File: config.mk
export PLATFORM = sky130hd
export DESIGN_NAME = acq_controller_flat
export DESIGN_NICKNAME = d
export VERILOG_FILES = /design/src/rtl/acq_controller_if.sv /design/src/rtl/acq_controller.sv /design/src/flat_wrapper.sv
export SDC_FILE = /design/constraint.sdc
export NUM_CORES = 1
export LEC_CHECK = 0
export ABC_CLOCK_PERIOD_IN_PS = 2400
export BUFFER_PORTS_ARGS = -buffer_cell sky130_fd_sc_hd__clkbuf_2
export CORE_MARGIN = 5
export CORE_UTILIZATION = 35
export DETAILED_ROUTE_END_ITERATION = 12
export HOLD_SLACK_MARGIN = 0.03
export PLACE_DENSITY = 0.6
export SYNTH_ARGS = -nofsm -noshare
export SYNTH_HDL_FRONTEND = slang
export SYNTH_SLANG_ARGS = --single-unit
File: constraint.sdc
create_clock -name clk_PSRAM -period 2.4 [get_ports clk_PSRAM]
set_clock_uncertainty 0.15 [all_clocks]
set_input_delay 0.48 -clock clk_PSRAM [delete_from_list [all_inputs] [get_ports clk_PSRAM]]
set_output_delay 0.48 -clock clk_PSRAM [all_outputs]
set_load 0.01 [all_outputs]
File: src/rtl/acq_controller_if.sv
// acq_controller_if: control, ADC capture and PSRAM write signals of the acquisition controller
interface acq_controller_if #(
    parameter int ADDR_WIDTH = 22
);
    logic                  start;
    logic                  abort;
    logic [ADDR_WIDTH-1:0] num_samples;
    logic [ADDR_WIDTH-1:0] base_addr;
    logic                  adc_ready;
    logic [11:0]           adc_data;
    logic                  adc_OTR;
    logic                  adc_enable;
    logic                  wr_req;
    logic [ADDR_WIDTH-1:0] wr_addr;
    logic [15:0]           wr_data;
    logic                  wr_ack;
    logic                  busy;
    logic                  done;
    logic                  overflow;
    logic [ADDR_WIDTH-1:0] sample_count;
    modport master (
        output start, abort, num_samples, base_addr, adc_ready, adc_data, adc_OTR, wr_ack,
        input  adc_enable, wr_req, wr_addr, wr_data, busy, done, overflow, sample_count
    );
    modport slave (
        input  start, abort, num_samples, base_addr, adc_ready, adc_data, adc_OTR, wr_ack,
        output adc_enable, wr_req, wr_addr, wr_data, busy, done, overflow, sample_count
    );
endinterface

File: src/rtl/acq_controller.sv
// acq_controller: buffers ADC samples in a small FIFO and streams them to consecutive PSRAM addresses
module acq_controller #(
    parameter int ADDR_WIDTH = 22,
    parameter int FIFO_DEPTH = 4
) (
    input logic             clk_PSRAM,
    input logic             rst,
    acq_controller_if.slave bus
);
    localparam int PW = $clog2(FIFO_DEPTH);
    typedef enum logic [1:0] {IDLE, ACQ, DRAIN, DONE} state_t;
    state_t                r_state, w_next;
    logic [15:0]           r_mem [FIFO_DEPTH];
    logic [PW-1:0]         r_wr_ptr, r_rd_ptr;
    logic [PW:0]           r_count;
    logic [ADDR_WIDTH-1:0] r_n, r_addr, r_sample_count;
    logic                  r_overflow, r_zero_done;
    logic                  w_empty, w_full, w_start_ok, w_zero_start, w_push, w_drop, w_pop, w_last;
    always_comb begin
        w_empty      = r_count == '0;
        w_full       = r_count == (PW+1)'(FIFO_DEPTH);
        w_start_ok   = r_state == IDLE && bus.start && bus.num_samples != '0;
        w_zero_start = r_state == IDLE && bus.start && bus.num_samples == '0;
        w_push       = r_state == ACQ && bus.adc_ready && !w_full;
        w_drop       = r_state == ACQ && bus.adc_ready && w_full;
        w_pop        = bus.wr_ack && !w_empty;
        w_last       = w_push && r_sample_count + ADDR_WIDTH'(1) == r_n;
        w_next       = r_state;
        w_next       = r_state == IDLE  ? (w_start_ok ? ACQ : IDLE) :
                       r_state == ACQ   ? ((bus.abort || w_last) ? DRAIN : ACQ) :
                       r_state == DRAIN ? (w_empty ? DONE : DRAIN) : IDLE;
    end
    always_ff @(posedge clk_PSRAM) begin
        if (rst) begin
            r_state        <= IDLE;
            r_wr_ptr       <= '0;
            r_rd_ptr       <= '0;
            r_count        <= '0;
            r_n            <= '0;
            r_addr         <= '0;
            r_sample_count <= '0;
            r_overflow     <= 1'b0;
            r_zero_done    <= 1'b0;
        end else begin
            r_state     <= w_next;
            r_zero_done <= w_zero_start;
            r_count     <= r_count + (PW+1)'(w_push) - (PW+1)'(w_pop);
            if (w_push) begin
                r_wr_ptr       <= r_wr_ptr + PW'(1);
                r_sample_count <= r_sample_count + ADDR_WIDTH'(1);
            end
            if (w_pop) begin
                r_rd_ptr <= r_rd_ptr + PW'(1);
                r_addr   <= r_addr + ADDR_WIDTH'(1);
            end
            if (w_drop)
                r_overflow <= 1'b1;
            if (w_start_ok) begin
                r_n            <= bus.num_samples;
                r_addr         <= bus.base_addr;
                r_sample_count <= '0;
                r_overflow     <= 1'b0;
            end
        end
    end
    always_ff @(posedge clk_PSRAM)
        if (w_push)
            r_mem[r_wr_ptr] <= {3'b000, bus.adc_OTR, bus.adc_data};
    // The head is masked when empty so wr_data reads zero after reset and between runs
    assign bus.wr_data      = w_empty ? 16'h0000 : r_mem[r_rd_ptr];
    assign bus.wr_req       = !w_empty;
    assign bus.wr_addr      = r_addr;
    assign bus.adc_enable   = r_state == ACQ;
    assign bus.busy         = r_state != IDLE;
    assign bus.done         = r_state == DONE || r_zero_done;
    assign bus.overflow     = r_overflow;
    assign bus.sample_count = r_sample_count;
endmodule
File: src/flat_wrapper.sv
// flat-port wrapper written by rule: the top's interface ports become plain ports
module acq_controller_flat 
#(
    parameter int ADDR_WIDTH = 22,
    parameter int FIFO_DEPTH = 4
)
  (clk_PSRAM, rst, bus_start, bus_abort, bus_num_samples, bus_base_addr, bus_adc_ready, bus_adc_data, bus_adc_OTR, bus_wr_ack, bus_adc_enable, bus_wr_req, bus_wr_addr, bus_wr_data, bus_busy, bus_done, bus_overflow, bus_sample_count);
  acq_controller_if #(.ADDR_WIDTH(ADDR_WIDTH)) bus_i ();
  input logic clk_PSRAM;
  input logic rst;
  input wire logic [$bits(bus_i.start)-1:0] bus_start;
  input wire logic [$bits(bus_i.abort)-1:0] bus_abort;
  input wire logic [$bits(bus_i.num_samples)-1:0] bus_num_samples;
  input wire logic [$bits(bus_i.base_addr)-1:0] bus_base_addr;
  input wire logic [$bits(bus_i.adc_ready)-1:0] bus_adc_ready;
  input wire logic [$bits(bus_i.adc_data)-1:0] bus_adc_data;
  input wire logic [$bits(bus_i.adc_OTR)-1:0] bus_adc_OTR;
  input wire logic [$bits(bus_i.wr_ack)-1:0] bus_wr_ack;
  output wire logic [$bits(bus_i.adc_enable)-1:0] bus_adc_enable;
  output wire logic [$bits(bus_i.wr_req)-1:0] bus_wr_req;
  output wire logic [$bits(bus_i.wr_addr)-1:0] bus_wr_addr;
  output wire logic [$bits(bus_i.wr_data)-1:0] bus_wr_data;
  output wire logic [$bits(bus_i.busy)-1:0] bus_busy;
  output wire logic [$bits(bus_i.done)-1:0] bus_done;
  output wire logic [$bits(bus_i.overflow)-1:0] bus_overflow;
  output wire logic [$bits(bus_i.sample_count)-1:0] bus_sample_count;
  assign bus_i.start = bus_start;
  assign bus_i.abort = bus_abort;
  assign bus_i.num_samples = bus_num_samples;
  assign bus_i.base_addr = bus_base_addr;
  assign bus_i.adc_ready = bus_adc_ready;
  assign bus_i.adc_data = bus_adc_data;
  assign bus_i.adc_OTR = bus_adc_OTR;
  assign bus_i.wr_ack = bus_wr_ack;
  assign bus_adc_enable = bus_i.adc_enable;
  assign bus_wr_req = bus_i.wr_req;
  assign bus_wr_addr = bus_i.wr_addr;
  assign bus_wr_data = bus_i.wr_data;
  assign bus_busy = bus_i.busy;
  assign bus_done = bus_i.done;
  assign bus_overflow = bus_i.overflow;
  assign bus_sample_count = bus_i.sample_count;
  acq_controller #(.ADDR_WIDTH(ADDR_WIDTH), .FIFO_DEPTH(FIFO_DEPTH)) u_core (.clk_PSRAM(clk_PSRAM), .rst(rst), .bus(bus_i));
endmodule
==> results.cfg <==
[status]
status = finished, final reports clean

[die]
dieArea_um2 = 20600
placeableCoreArea_um2 = 17400
core.rowCount = 48
io-pin-count = 128
die_y_extent_um = 143
starting_utilization_of_the_core_area_pct = 35.9
die_width_um = 143

[placed_design]
post-place-cells = 985
dp_hpwl_um = 12100
total_placed_instance_area_um2 = 7510
place_ws_ps = -129
place_congestion = 0.894
port_buffers = 124

[cts]
cts_max_path_buffers = 2
cts_inserted_buffers = 17
path_clk_slew_ps = 60
htree_levels = 4
cts.root.buffer_cell = clkbuf_16
holdBufCountCts = 0
clock_sink_count = 131
clkLatencyLatePin_ps = 420
tritoncts = done

[global_routing]
first_global_vias = 5108
gr-usage-all-layers_pct = 16.0
grt_pass1_wl_um = 25700
grt_antenna_before_repair = 0
grt_remaining_overflow = 0
pin_count_of_the_biggest_net_entering_global_routing = 44

[worst_setup_path]
worstSetupPathType = reg -> out
crit_path_cell_trace = clkbuf_16, mux4_2, nor2b_1, clkbuf_2
cp_data_required_time_ps = 1770
cp_max_fo = 6
slowest_delay_ps = 490
path_delay_family = multiplexers
critPathBufInv = 2
endpoint_kind = primary output
critical_path_arrival_ps = 1720
crit_path_top_delay_cell = mux4_2
setup.reg_to_reg.worst_slack_ps = 60
setup.worst_path.start_class = flip-flop

[detailed_routing]
post-route-drc-count = 0
post_drt_via_cell_ratio = 5.03
detailedRoute.firstIterationViolations = 288
vias = 5142
routed_wire_length_per_instance_um = 16.4
detail-route-antenna-nets = 0
detailedRoute.firstPassIterationCount = 4
wl_um = 16700

[timing]
fmax_mhz = 425
tightest_slew_ps = 729
final_critical_path_setup_slack_ps = 49.3
final_hold_viol_count = 0
layout_min_cycle_time_ps = 2350
finalSetupViolCount = 0
max_slew_margin_pct = 51.4
fin_crit_sh_pct = 97.9
fin_worst_hold_slack_ps = 129
rsz_0062_raised_after_global_routing = yes
maxSlewViolCount = 0
final_sum_of_negative_setup_slack_ps = 0

[finish]
final_area_um2 = 8380
stdcell_count = 1023
fraction_of_layout_instances_using_a_drive_strength_above_1_pct = 36.7
finalNetCount = 857
layout-area-overhead-vs-synth_pct = 34.6
insertedDiodeCount = 0

[logic_synthesis]
synthesis.instances = 606
synth-seq-area-share_pct = 50.5
fraction_of_synthesized_cell_area_taken_by_the_top_area_cell_type_pct = 25.4
synthArstFlopShare_pct = 0
synthSimpleGateAreaFrac_pct = 20.5
yosys_warnings = 0
synth_top_family_by_area = simple AND/OR/NAND/NOR gates
synthesis.area_um2 = 6230
synth_fa_ha_area_share_pct = 1.93
number_of_synthesized_register_bits = 131
synth.area.mux_share_pct = 5.43
synth_xor_area_share_pct = 9.43
synth-compound-area-share_pct = 8.80
synth.avg_cell_area_um2 = 10.3
synth_top_cell_by_area = dfxtp_1
cell_types_with_the_largest_area_share_after_synthesis = dfxtp_1, edfxtp_1, xnor2_1, mux4_2, nand2_1
synth-edff-count = 52
number_of_unique_standard_cell_types_used_by_synthesis = 61
ys.flop_type = dfxtp_1

[worst_hold_path]
timing.hold.worst.class = in -> reg

[job]
cap_violations = 0

[pwr]
vdd.ir_drop.worst_mv = 0.530
power_density_nw_per_um2 = 792
cellLeakagePower_nw = 3.31
logic make-up after synthesis:
kind of cell,Yosys count
compound gates,82
xor+xnor,67
fa+ha+maj,9
buf+inv,47
flops,131
mux,17
other cells,1
simple gates,252
layout by cell type (no fill, tap or decap), types with 6 or more instances in the layout:
cell       Yosys  layout
xnor2_1       37      36
inv_6          0       6
clkbuf_2       0     122
edfxtp_1      52      52
clkbuf_16      0      18
dfxtp_1       79      65
and3_1         9       7
or3_1          6       6
buf_4          5      59
nor2_1        67      67
o21ai_0       10      10
a21oi_1       30      30
nand2_1       73      72
nand2b_1       7       6
nor2b_1       21      19
nand4_1        9       9
ha_1           8       7
mux4_2        13      13
a211oi_1      20      20
nand3_1       16      14
inv_1         11      10
nor4_1         9       6
dfxtp_2        0       9
buf_6          0       8
xor2_1        30      29
cells in the mapped netlist, types with 2 or more instances:
cell type and n:
a211oi_1 20, a21oi_1 30, a311oi_1 3, a31oi_1 3
a41oi_1 2, and2_1 5, and3_1 9, and4_1 5
and4_2 2, buf_2 11, buf_4 5, clkbuf_1 19
dfxtp_1 79, edfxtp_1 52, ha_1 8, inv_1 11
mux2i_1 3, mux4_2 13, nand2_1 73, nand2b_1 7
nand3_1 16, nand4_1 9, nor2_1 67, nor2b_1 21
nor3_1 7, nor3_2 2, nor4_1 9, o21ai_0 10
o311ai_0 2, or2_2 2, or3_1 6, xnor2_1 37
xor2_1 30
repair_timing:
item	in CTS	in global routing
pin swaps	0	11
buffers inserted	0	5
setup endpoints to repair	4	13
gates cloned	0	1
resized for setup	6	52
cell type report:
cell class | count | area (µm²)
Clock buffer | 17 | 425
Clock inverter | 15 | 160
Fill cell | 1593 | 8980
Inverter | 11 | 45.0
Multi-Input combinational cell | 430 | 3050
Sequential cell | 131 | 3170
Tap cell | 225 | 282
Timing Repair Buffer | 194 | 1250
final timing paths:
path,start,endpoint,cells past startpoint
worst max-delay path,flip-flop,bus_wr_data[1],4
worst min-delay path,bus_adc_OTR,u_core.r_mem[3][12]$_DFFE_PP_,1
worst max register to register,u_core.bus.sample_count[0]$_SDFFE_PP0P_,u_core.r_state[1]$_SDFF_PP0_,12
worst min register to register,u_core.r_n[0]$_SDFFE_PP0P_,u_core.r_n[0]$_SDFFE_PP0P_,2
metrics by stage:
step / power [mW] / utilization, %
floorplan: 3.43 / -
global placement: 3.96 / 43.3
detailed placement: 4.00 / 43.3
CTS: 6.62 / 46.8
global route: 6.96 / 48.3
finish: 6.63 / 48.3
registers in the layout (all words and copies together), names as in the netlist, named ones only:
signal and cells:
u_core.bus.wr_addr 22, u_core.bus.sample_count 22, u_core.r_state 2, u_core.r_zero_done 1, u_core.bus.overflow 1, u_core.r_mem 52, u_core.r_rd_ptr 2, u_core.r_wr_ptr 2
u_core.r_count 3, u_core.r_n 22
per-layer routing:
metal | vias to the layer above | GRT usage (%) | share of wire, %
met3 | 23 | 5.76 | 7.7
met5 | - | 0 | 0
met1 | 2452 | 20.5 | 44
met2 | 163 | 25.3 | 47
met4 | 0 | 5.75 | 1.5
li1 | 2504 | - | -
power breakdown:
group / switching [mW] / internal [mW] / total, mW
combinational: 0.750 / 0.712 / 1.46
sequential: 0.138 / 2.46 / 2.60
clock: 1.10 / 1.48 / 2.58
No activity file was read; power rests on OpenSTA's default activity.
